File: src/rtl/fifo_wr_ctrl.sv
// Write-side pointer and flag controller for the dual-clock FIFO RAM (clk_we domain).
// Drives the RAM write port, publishes a Gray write pointer, and derives full/level from the synchronised read pointer.
module fifo_wr_ctrl #(
  parameter int WD        = 32,
  parameter int MEM_SIZE  = 16,
  parameter int AF_MARGIN = 2
) (
  input  logic                rst,
  input  logic                clk_we,
  input  logic                wr_valid,
  input  logic [WD-1:0]       wr_data,
  output logic                wr_ready,
  output logic                we,
  output logic [MEM_SIZE-1:0] we_point,
  output logic [WD-1:0]       wdata,
  input  logic [MEM_SIZE:0]   re_ptr_gray,
  output logic [MEM_SIZE:0]   we_ptr_gray,
  output logic                full,
  output logic                almost_full,
  output logic [MEM_SIZE:0]   wr_level,
  output logic                overflow,
  input  logic                clr_overflow
);

  localparam int PW = MEM_SIZE + 1;
  localparam logic [PW-1:0] DEPTH    = PW'(1) << MEM_SIZE;
  localparam logic [PW-1:0] AF_LEVEL = DEPTH - PW'(AF_MARGIN);

  logic [PW-1:0] wptr_bin_reg,  wptr_bin_next;
  logic [PW-1:0] wptr_gray_reg, wptr_gray_next;
  logic [PW-1:0] rq1_reg, rq2_reg;
  logic [PW-1:0] rbin;
  logic [PW-1:0] full_pattern;
  logic          overflow_reg, overflow_next;
  logic          push;

  // Gray to binary: each binary bit is the XOR of all Gray bits at or above it.
  generate
    for (genvar gi = 0; gi < PW; gi++) begin : g_gray2bin
      assign rbin[gi] = ^rq2_reg[PW-1:gi];
    end
  endgenerate

  // Full when the write pointer is exactly one lap ahead of the read pointer.
  generate
    if (MEM_SIZE == 1) begin : g_full_small
      assign full_pattern = ~rq2_reg;
    end else begin : g_full_wide
      assign full_pattern = {~rq2_reg[MEM_SIZE:MEM_SIZE-1], rq2_reg[MEM_SIZE-2:0]};
    end
  endgenerate

  always_comb begin
    push           = wr_valid & ~full;
    wptr_bin_next  = wptr_bin_reg + PW'(push);
    wptr_gray_next = wptr_bin_next ^ (wptr_bin_next >> 1);
    // A fresh overflow event takes priority over a coincident clear.
    overflow_next  = (wr_valid & full) | (overflow_reg & ~clr_overflow);
  end

  always_ff @(posedge clk_we or negedge rst) begin
    if (!rst) begin
      wptr_bin_reg  <= '0;
      wptr_gray_reg <= '0;
      rq1_reg       <= '0;
      rq2_reg       <= '0;
      overflow_reg  <= 1'b0;
    end else begin
      wptr_bin_reg  <= wptr_bin_next;
      wptr_gray_reg <= wptr_gray_next;
      rq1_reg       <= re_ptr_gray;
      rq2_reg       <= rq1_reg;
      overflow_reg  <= overflow_next;
    end
  end

  assign full        = (wptr_gray_reg == full_pattern);
  assign wr_ready    = ~full;
  assign we          = push;
  assign we_point    = wptr_bin_reg[MEM_SIZE-1:0];
  assign wdata       = wr_data;
  assign we_ptr_gray = wptr_gray_reg;
  assign wr_level    = wptr_bin_reg - rbin;
  assign almost_full = (wr_level >= AF_LEVEL);
  assign overflow    = overflow_reg;

endmodule

File: config.mk
export PLATFORM = sky130hd
export DESIGN_NAME = fifo_wr_ctrl
export DESIGN_NICKNAME = d
export VERILOG_FILES = /design/src/rtl/fifo_wr_ctrl.sv
export SDC_FILE = /design/constraint.sdc
export NUM_CORES = 1
export LEC_CHECK = 0
export CAP_MARGIN = 10
export CELL_PAD_IN_SITES_DETAIL_PLACEMENT = 0
export CELL_PAD_IN_SITES_GLOBAL_PLACEMENT = 1
export CORE_UTILIZATION = 33
export CTS_BUF_LIST = sky130_fd_sc_hd__clkbuf_4 sky130_fd_sc_hd__clkbuf_8 sky130_fd_sc_hd__clkbuf_16
export DETAILED_ROUTE_END_ITERATION = 6
export PLACE_DENSITY = 0.79
export SKIP_CTS_REPAIR_TIMING = 1
export SLEW_MARGIN = 10
export SYNTH_ARGS = -nofsm -noshare
export SYNTH_HDL_FRONTEND = slang
export SYNTH_SLANG_ARGS = --single-unit
File: constraint.sdc
create_clock -name clk_we -period 9.45 [get_ports clk_we]
set_input_delay 2.3625 -clock clk_we [delete_from_list [all_inputs] [get_ports clk_we]]
set_output_delay 2.3625 -clock clk_we [all_outputs]
set_load 0.02 [all_outputs]
**Word level (Yosys, flattened, before mapping)**

Index checks and enable logic that the tools add are counted.

- Add/sub/neg operators: 2
- Multiply operators: 0
- Div/mod/pow operators: 0
- $lt $le $gt $ge: 1
- Equal/unequal tests: 1
- Shift-type cells: 0
- Muxes and demuxes: 0
- Bitwise operators: 8
- Reductions and logical operators: 16

Operators with widths:

| kind | count |
|---|---|
| 17-bit by 1-bit adder with 17-bit output | 1 |
| 17-bit equality test | 1 |
| 17-bit by 16-bit >= comparator with 1-bit output (second input constant) | 1 |
| 17-bit XOR reduction | 1 |
| 17-bit subtractor | 1 |
| 17-bit by 16-bit XOR with 17-bit output | 1 |
| 16-bit XOR reduction | 1 |
| 15-bit XOR reduction | 1 |
| 14-bit XOR reduction | 1 |
| 13-bit XOR reduction | 1 |
| 12-bit XOR reduction | 1 |
| 11-bit XOR reduction | 1 |
| 10-bit XOR reduction | 1 |
| 9-bit XOR reduction | 1 |
| 8-bit XOR reduction | 1 |
| 7-bit XOR reduction | 1 |
| 6-bit XOR reduction | 1 |
| 5-bit XOR reduction | 1 |
| 4-bit XOR reduction | 1 |
| 1-bit bitwise AND | 3 |
| 3-bit XOR reduction | 1 |
| 1-bit inverter | 2 |
| 2-bit inverter | 1 |
| 2-bit XOR reduction | 1 |
| 1-bit OR | 1 |

- Flip-flop bits (word level): 69
- Latch bits: 0
- Memory bits (writable): 0
- Memory bits (read-only): 0
- Bits of input ports: 53
- Word-level logic and storage cells: 33
- Memories kept: 0

**Depth between registers and ports, before layout**

Gate-level depths: netlist (run 1).

- Depth in word-level cells: 6
- Mapped depth: 24

**Least setup slack after synthesis (run 1)**

OpenSTA, ideal clock, no wires.

- Path kind: register to output
- Start: register rq2_reg[16]
- End: output almost_full
- Arrival time: 6.142 ns
- Data required time: 7.088 ns
- Path slack: 0.945 ns
- Cell stages (with the launch flop): 25
- Cell sequence: dfrtp_1 -> xor3_2 -> xor3_2 -> xor3_2 -> xor3_2 -> xnor3_2 -> xor2_2 -> xor2_2 -> xor2_2 -> xor2_2 -> xor2_2 -> xnor2_1 -> ha_1 -> fa_1 -> nor2b_1 -> o21ai_0 -> a21boi_0 -> o21ai_0 -> a21boi_0 -> o21ai_0 -> nor3b_1 -> nor2_1 -> nand3_1 -> a2111o_1 -> o41ai_1

- Cells in the longest elaborated chain, start to end: 3

RTL lines:

| what | RTL line | RTL |
|---|---|---|
| start, declared | 31 | `logic [PW-1:0] rq1_reg, rq2_reg;` |
| start signal, assigned | 72 | `rq2_reg <= rq1_reg;` |
| 17-bit XOR reduction (tied with other cells) | 40 | `assign rbin[gi] = ^rq2_reg[PW-1:gi];` |
| 17-bit subtractor * | 83 | `assign wr_level = wptr_bin_reg - rbin;` |
| via wr_level[8] | 20 | `output logic [MEM_SIZE:0] wr_level,` |
| 17-bit by 16-bit >= comparator with 1-bit output * | 84 | `assign almost_full = (wr_level >= AF_LEVEL);` |
| end, declared | 19 | `output logic almost_full,` |

Mark *: on every way through the listed nets, which the timed path passes. The rest lies on a longest branch.

**Worst setup path after layout (run 1)**

- Start: register rq2_reg[16]
- End: output wr_level[16]

- Cells in the longest elaborated chain, start to end: 2

RTL lines:

| what | RTL line |
|---|---|
| 17-bit XOR reduction (tied with other cells) | 40 |
| 17-bit subtractor * | 83 |
| end, declared | 20 |

Mark *: on every way between the ends. The rest lies on a longest branch, timed or not.

==> results of run 1 <==
[through the flow]
step                TNS [ns]  instance area [sq um]  hold WS (ns)  power [W]
floorplan                  0                   3660         0.331   0.000863
global placement           0                   4350         0.334    0.00116
detailed placement         0                   4350         0.335    0.00117
CTS                  -0.0937                   4540         0.350    0.00140
global route               0                   4540         0.357    0.00148
finish                     0                   4540         0.343    0.00139
[kinds of logic (layout without fill, tap and decap cells)]
group / count (synthesis) / after routing
XOR/XNOR: 74 / 74
buffers and inverters: 71 / 130
flip-flops: 68 / 68
AND/OR/NAND/NOR: 62 / 62
AO/OA/AOI/OAI: 37 / 37
adder cells (fa/ha/maj): 19 / 19
multiplexers: 1 / 1
[synth_stat cells, types with 2 or more instances]
cell type | number | area (sq um)
a211oi_1 | 2 | 15.0
a21boi_0 | 4 | 30.0
a21o_1 | 7 | 52.6
a21oi_1 | 6 | 30.0
a31oi_1 | 2 | 12.5
and3_1 | 3 | 18.8
buf_4 | 32 | 240
dfrtp_1 | 68 | 1700
ha_1 | 18 | 225
inv_1 | 39 | 146
nand2_1 | 14 | 52.6
nand2b_1 | 2 | 12.5
nand3_1 | 8 | 40.0
nand4_1 | 9 | 56.3
nor2_1 | 15 | 56.3
nor2b_1 | 2 | 12.5
nor3_1 | 3 | 15.0
nor4_1 | 2 | 12.5
o21ai_0 | 9 | 45.0
xnor2_1 | 41 | 359
xor2_1 | 23 | 201
xor2_2 | 5 | 81.3
xor3_2 | 4 | 100
[area by class of cell]
type                    count  area, sq um
fillers                  1048         6300
flip-flops and latches     68         1700
multi-input cells         193         1570
repair buffers             76          748
well taps                 140          175
inverters                  39          146
clock buffers              10          138
clock inverters             5         52.6
[cell usage in the layout, fill, tap and decap left out, types with 3 or more instances in the layout]
cell              n
a21o_1            7
xor2_2            5
xor2_1           23
o21ai_0           9
dfrtp_1          68
ha_1             18
a21oi_1           6
a21boi_1          3
nand4_1           9
clkinv_2          3
nand3_1           8
clkdlybuf4s50_1  73
xnor2_1          41
nor3_1            3
xor3_2            4
clkbuf_8         10
and3_1            3
inv_1            39
nand2_1          14
nor2_1           15
[worst max path at each step]
stage,slack [ns],cells after the start,endpoint
after floorplan,0.95,24,almost_full
after global placement,0.50,24,almost_full
after detailed placement,0.29,24,almost_full
after CTS,-0.09,24,almost_full
after global routing,0.003,25,almost_full
final,0.54,25,wr_level[16]
[power by group through the flow]
stage,Clock (W),Sequential [W],Combinational (W)
finish,0.000229,0.000369,0.000789
global route,0.000247,0.000373,0.000864
CTS,0.000235,0.000370,0.000799
detailed placement,0,0.000375,0.000792
global placement,0,0.000374,0.000786
floorplan,0,0.000398,0.000465
[per-layer routing]
layer,track usage [%],part of all wire (%),wire length (um)
met5,0,0,0
met4,7.44,3.3,252
met3,2.24,3.5,265
met2,22.8,48,3620
met1,17.7,45,3420
[critical path: stages, from the launching register on]
cell and delay (ns):
dfrtp_1 0.40, xor3_2 0.50, xor3_2 0.27, xor3_2 0.32
xor3_2 0.28, xnor3_2 0.30, xor2_2 0.21, xor2_2 0.22
xor2_2 0.21, xor2_2 0.22, xor2_2 0.21, xnor2_1 0.14
ha_1 0.21, fa_1 0.23, nor2b_1 0.06, o21ai_0 0.20
a21boi_1 0.12, o21ai_0 0.26, a21boi_1 0.16, a221o_1 0.35
a21o_1 0.19, a21o_1 0.20, a31oi_1 0.21, xnor2_1 0.11
inv_1 0.06, clkdlybuf4s50_1 0.59
==> impl_results.md, run 1 <==
* Final Wtd Congestion at roughly 0.8
* Clk slew on worst S/H paths at around 0.07 ns
* Final setup vio count at 0
* Cell Rows at 38
* Antenna violations before repair at 0
* Syn_nets at approximately 400
* Global-route wire length before repair at roughly 12000 um
* Sw power at between 0.0005 and 0.0006 W
* Crit start category: register
* Total Nets Final at around 460
* CTS root buffer: clkbuf_8
* Number of global-route vias before repair at 2542
* Vias at 2348
* Xor and xnor fraction of the mapped netlist area at 20.9%
* Worst slew margin at 44.7%
* 1st-pass router iterations at 4
* CP Capture Type: output port
* Top FF cell, synth: dfrtp_1
* Seq pwr share at between 20% and 30%
* Layout cells sized above 1 at ~7.4%
* Crit path arrival time at 6.55 ns
* Crit path required time at between 7 and 8 ns
* Hold path cells at 0
* Worst r2r src: rq2_reg[1]
* Fin. Hold Viols at 0
* Post-DRT Antenna Nets at 0
* Total CTS buffers at 9
* Hold Crit Endpoint: rq2_reg[4]
* Switching Share at around 41%
* Worst Setup Path Type: register to output port
* Layout Skew at 0.0141 ns
* Worst-margin pin slew at slightly above 0.8 ns
* WL final at between 7000 and 8000 um
* Worst r2r path cells at 12
* Starting DRC count in detailed routing at slightly above 100
* Core Region at 0.0108 sq mm
* Yosys reg bits at 68
* I/O Buffers at 75
* Crit-path max FO at 3
* Ports at 140
* DP HPWL at between 5000 and 6000 um
* Clock sinks at a little under 70
* Yosys cell types at 37
* CTS max path bufs at 2
* Tcrit/Tclk final at between 90 and 100%
* CTS tree: yes
* Synth Warn # at 0
* Avg Inst Size Synth at ~11 sq um
* Cells after synthesis at between 300 and 400
* Register area share after synthesis at 46.5%
* Layout area overhead at 23.8%
* Worst setup margin at approximately 0.54 ns
* Post-layout util at around two fifths
* Post-synth EDFFs at 0
* Pre-CTS WS at just under 0.3 ns
* RR Endpoint: we_ptr_gray[12]
* Pint at approximately 0.00082 W
* Setup slack, reg-to-reg at 6.51 ns
* Combinational Power Share at between 50% and 60%
* Synth Area in Simple Gates at approximately 8.3%
* Max-Cap Viols at 0
* CP startpoint: rq2_reg[16]
* Pin count of the biggest net entering global routing at between 60 and 70
* Hold/Removal Path Class: register to register
* Placed cells at a little over 500
* Power share of the clock group at 16.5%
* Compound-Gate Fraction of Synth Area at between 6 and 7%
* Multiplexer area fraction after synthesis at less than 1%
* Run status: complete, no violations
* Largest family of logic cells by synthesized area: XOR/XNOR gates
* Cell Pwr Density at approximately 310 mW/mm^2
* Starting density of the core at between 30% and 40%
* Worst vdd ir at between 0.2 and 0.25 mV
* Die ar. at roughly 0.012 sq mm
* Ys async rst share at 100%
* Total inserted antenna cells at 0
* Crit path time final at 8.91 ns
* Wire length per cell at ~14 um
* Fin cells at about 530
* Die Ht at about 110 um
* Congestion Overflow GR at 0
* Post-route DRC at 0
* Hold_sp: rq1_reg[4]
* H-tree levels at 3
* Latest clock arrival within the worst-skew pair at approximately 0.33 ns
* FMAX at 112 MHz
* RSZ-0062 raised after global routing: false
* Max-slew violations at 0
* Total track usage at ~14%
* Synthesized area at 0.00366 sq mm
* Leakage at 2.13 nW
* DIE WIDTH at about 110 um
* Post-synthesis adder-cell area fraction at between 6 and 7%
* Avg Vias per Cell at 4.42
(Power assumes the default switching activity.)
==> run 2, diff against run 1 <==
Settings changed: CORE_UTILIZATION 33 to 36, PLACE_DENSITY 0.79 to 0.85.
Clock period 9.45 ns to 10.9 ns, I/O delays scaled along.
==> run 2 against run 1 <==
  * Non-clock buffer count did not move
  * Clock skew fell by 0.0014 ns
  * Register-to-register slack improved by 1.4 ns
==> impl_results.md, run 2 (synthesis gave the netlist of run 1 again) <==
* Clock sinks at 68 (unchanged)
* Sw power at 0.000497 W (was 0.000570 W)
* CTS root buffer: clkbuf_8 (unchanged)
* Avg Vias per Cell at 4.56 (was 4.42)
* Crit path capture: almost_full (was wr_level[16])
* Worst vdd ir at 0.173 mV (was 0.230 mV)
* Hold/Removal Path Class: register to register (unchanged)
* Total inserted antenna cells at 0 (unchanged)
* Final Wtd Congestion at 0.784 (was 0.803)
* Clk slew on worst S/H paths at 0.07 ns (about the same)
* Pwr Total at 0.00122 W (was 0.00139 W)
* Vias at 2395 (was 2348)
* Global-route wire length before repair at 11900 um (was 12300 um)
* Worst r2r path cells at 12 (unchanged)
* Power share of the clock group at 18.0% (was 16.5%)
* Crit-path max FO at 3 (unchanged)
* Worst slew margin at 45.5% (was 44.7%)
* Tcrit/Tclk final at between 90% and 100%
* Buf/Inv on CP at 1 (was 2)
* Final setup TNS at 0 ns (unchanged)
* Crit path time final at around 9.8 ns
* Pin count of the biggest net entering global routing at 69 (unchanged)
* Commonest non-fill, non-tap cell in the layout: clkdlybuf4s50_1 (unchanged)
* FMAX at 102 MHz
* CP Capture Type: output port (unchanged)
* Ports at 140 (unchanged)
* Worst path depth at 24 (was 25)
* Crit path arrival time at 7.12 ns (was 6.55 ns)
* Most frequent cells in the layout: 74 x clkdlybuf4s50_1, 68 x dfrtp_1, 41 x xnor2_1 (was 73 x clkdlybuf4s50_1, 68 x dfrtp_1, 41 x xnor2_1)
* Latest clock arrival within the worst-skew pair at 0.35 ns (was 0.33 ns)
* Worst Setup Path Type: register to output port (unchanged)
* Placed cells at 509 (was 516)
* Worst path slowest cell: clkdlybuf4s50_1 (unchanged)
* Switching Share at 40.6% (was 41.1%)
* Worst-margin pin slew at 0.818 ns (was 0.830 ns)
* Core Region at 0.00982 sq mm (was 0.0108 sq mm)
* Setup slack, reg-to-reg at 7.90 ns (was 6.51 ns)
* Crit path required time at 8.18 ns (was 7.09 ns)
* Die Ht at 103 um (was 107 um)
* Fin. Hold Viols at 0 (unchanged)
* Crit-path leading delay family: XOR/XNOR gates (unchanged)
* CP startpoint: rq2_reg[16] (unchanged)
* I/O Buffers at 75 (unchanged)
* Combinational Power Share at 55.9% (was 56.9%)
* Final setup vio count at 0 (unchanged)
* Worst r2r src: rq2_reg[1] (unchanged)
* Layout area overhead at 24.4% (was 23.8%)
* Largest stage delay on the critical path at 0.67 ns (was 0.59 ns)
* Layout cells sized above 1 at 7.40% (was 7.42%)
* Number of global-route vias before repair at 2544 (was 2542)
* Pint at 0.000726 W (was 0.000817 W)
* CTS tree: yes (unchanged)
* Filler cell count at 911 (was 1048)
* Wire length per cell at 14.4 um (was 14.2 um)
* Design Area, Final at 0.00456 sq mm (was 0.00454 sq mm)
* Critical-path cell list: xor3_2 > xor3_2 > xor3_2 > xor3_2 > xnor3_2 > xor2_2 > xor2_2 > xor2_2 > xor2_2 > xor2_2 > xnor2_1 > ha_1 > fa_1 > nor2b_1 > o21ai_0 > a21boi_0 > o21ai_0 > a21boi_0 > o21ai_0 > a21boi_0 > a31oi_1 > a2111o_1 > o41ai_1 > clkdlybuf4s50_1
* RSZ-0062 raised after global routing: false (unchanged)
* Seq pwr share at 26.1% (was 26.6%)
* DIE WIDTH at 103 um (was 107 um)
* Area after DPL at 0.00434 sq mm (was 0.00435 sq mm)
* Antenna violations before repair at 0 (unchanged)
* Congestion Overflow GR at 0 (unchanged)
* Crit path top cell by count: xor2_2 (unchanged)
* Starting density of the core at 37.3% (was 33.8%)
* 1st-pass router iterations at 4 (unchanged)
* Total CTS buffers at 9 (unchanged)
* Crit start category: register (unchanged)
* DP HPWL at 5980 um (was 5960 um)
* Die ar. at 0.0106 sq mm (was 0.0115 sq mm)
* Run status: complete, no violations (unchanged)
* Leakage at 2.14 nW (was 2.13 nW)
* Total Nets Final at 459 (unchanged)
* Max-slew violations at 0 (unchanged)
* Post-layout util at 46.4% (was 41.8%)
* WL final at 7550 um (was 7560 um)
* Starting DRC count in detailed routing at 73 (was 102)
* Cell Pwr Density at 268 mW/mm^2 (was 306 mW/mm^2)
* H-tree levels at 3 (unchanged)
* Total track usage at 15.3% (was 13.9%)
* Post-DRT Antenna Nets at 0 (unchanged)
* RR Endpoint: we_ptr_gray[12] (unchanged)
* CTS max path bufs at 2 (unchanged)
* Fin cells at 525 (was 531)
* Layout Skew at 0.0127 ns (was 0.0141 ns)
* Cell Rows at 36 (was 38)
* Max-Cap Viols at 0 (unchanged)
* Post-route DRC at 0 (unchanged)
## run 2: cell count changes in the layout (fill, tap and decap cells not counted)
cell | previous run | this run
a21boi_0 | 1 | 4
a21boi_1 | 3 | 0
bufinv_16 | 1 | 2
clkbuf_2 | 1 | 0
clkbuf_8 | 10 | 9
clkdlybuf4s50_1 | 73 | 74
clkinv_4 | 0 | 1
## run 2: per-stage QoR
step           worst slack (ns)  hold slack [ns]
2_1_floorplan              2.03            0.331
3_3_place_gp               1.56            0.334
3_5_place_dp               1.42            0.335
4_1_cts                   0.990            0.344
5_1_grt                   0.395            0.360
6_report                   1.05            0.340
## run 2: routing by layer
metal  track usage [%]  wire length [um]
met5                 0                 0
met4              9.97               227
met3              2.78               465
met2              25.2              3630
met1              18.6              3230
## run 2: worst min path at each step
stage	depth (start not counted)	from	slack, ns	end
floorplan	0	rq1_reg[0]	0.33	rq2_reg[0]
global placement	0	rq1_reg[6]	0.33	rq2_reg[6]
detailed placement	0	rq1_reg[0]	0.33	rq2_reg[0]
CTS	0	rq1_reg[0]	0.34	rq2_reg[0]
global route	0	rq1_reg[5]	0.36	rq2_reg[5]
finish	0	rq1_reg[0]	0.34	rq2_reg[0]
## run 2: area by class of cell
cell class	count	area, sq um	area share, %
multi-input combinational	193	1570	34.5
clock inverter	7	91.3	2.00
tap	133	166	3.65
sequential	68	1700	37.3
inverter	39	146	3.21
timing repair buffer	76	753	16.5
clock buffer	9	124	2.72
## run 2: power groups by stage
| stage | Sequential (W) | Combinational [W] | Clock (W) |
|---|---|---|---|
| CTS | 0.000319 | 0.000690 | 0.000225 |
| finish | 0.000319 | 0.000683 | 0.000221 |
| floorplan | 0.000345 | 0.000403 | 0 |
| global route | 0.000322 | 0.000743 | 0.000239 |
| detailed placement | 0.000324 | 0.000685 | 0 |
| global placement | 0.000323 | 0.000678 | 0 |
==> run 3, diff against run 2 <==
Settings changed: CAP_MARGIN 10 to not set.
==> results of run 3 <==
No change in the layout: final DEF, timing and power equal those of run 2.
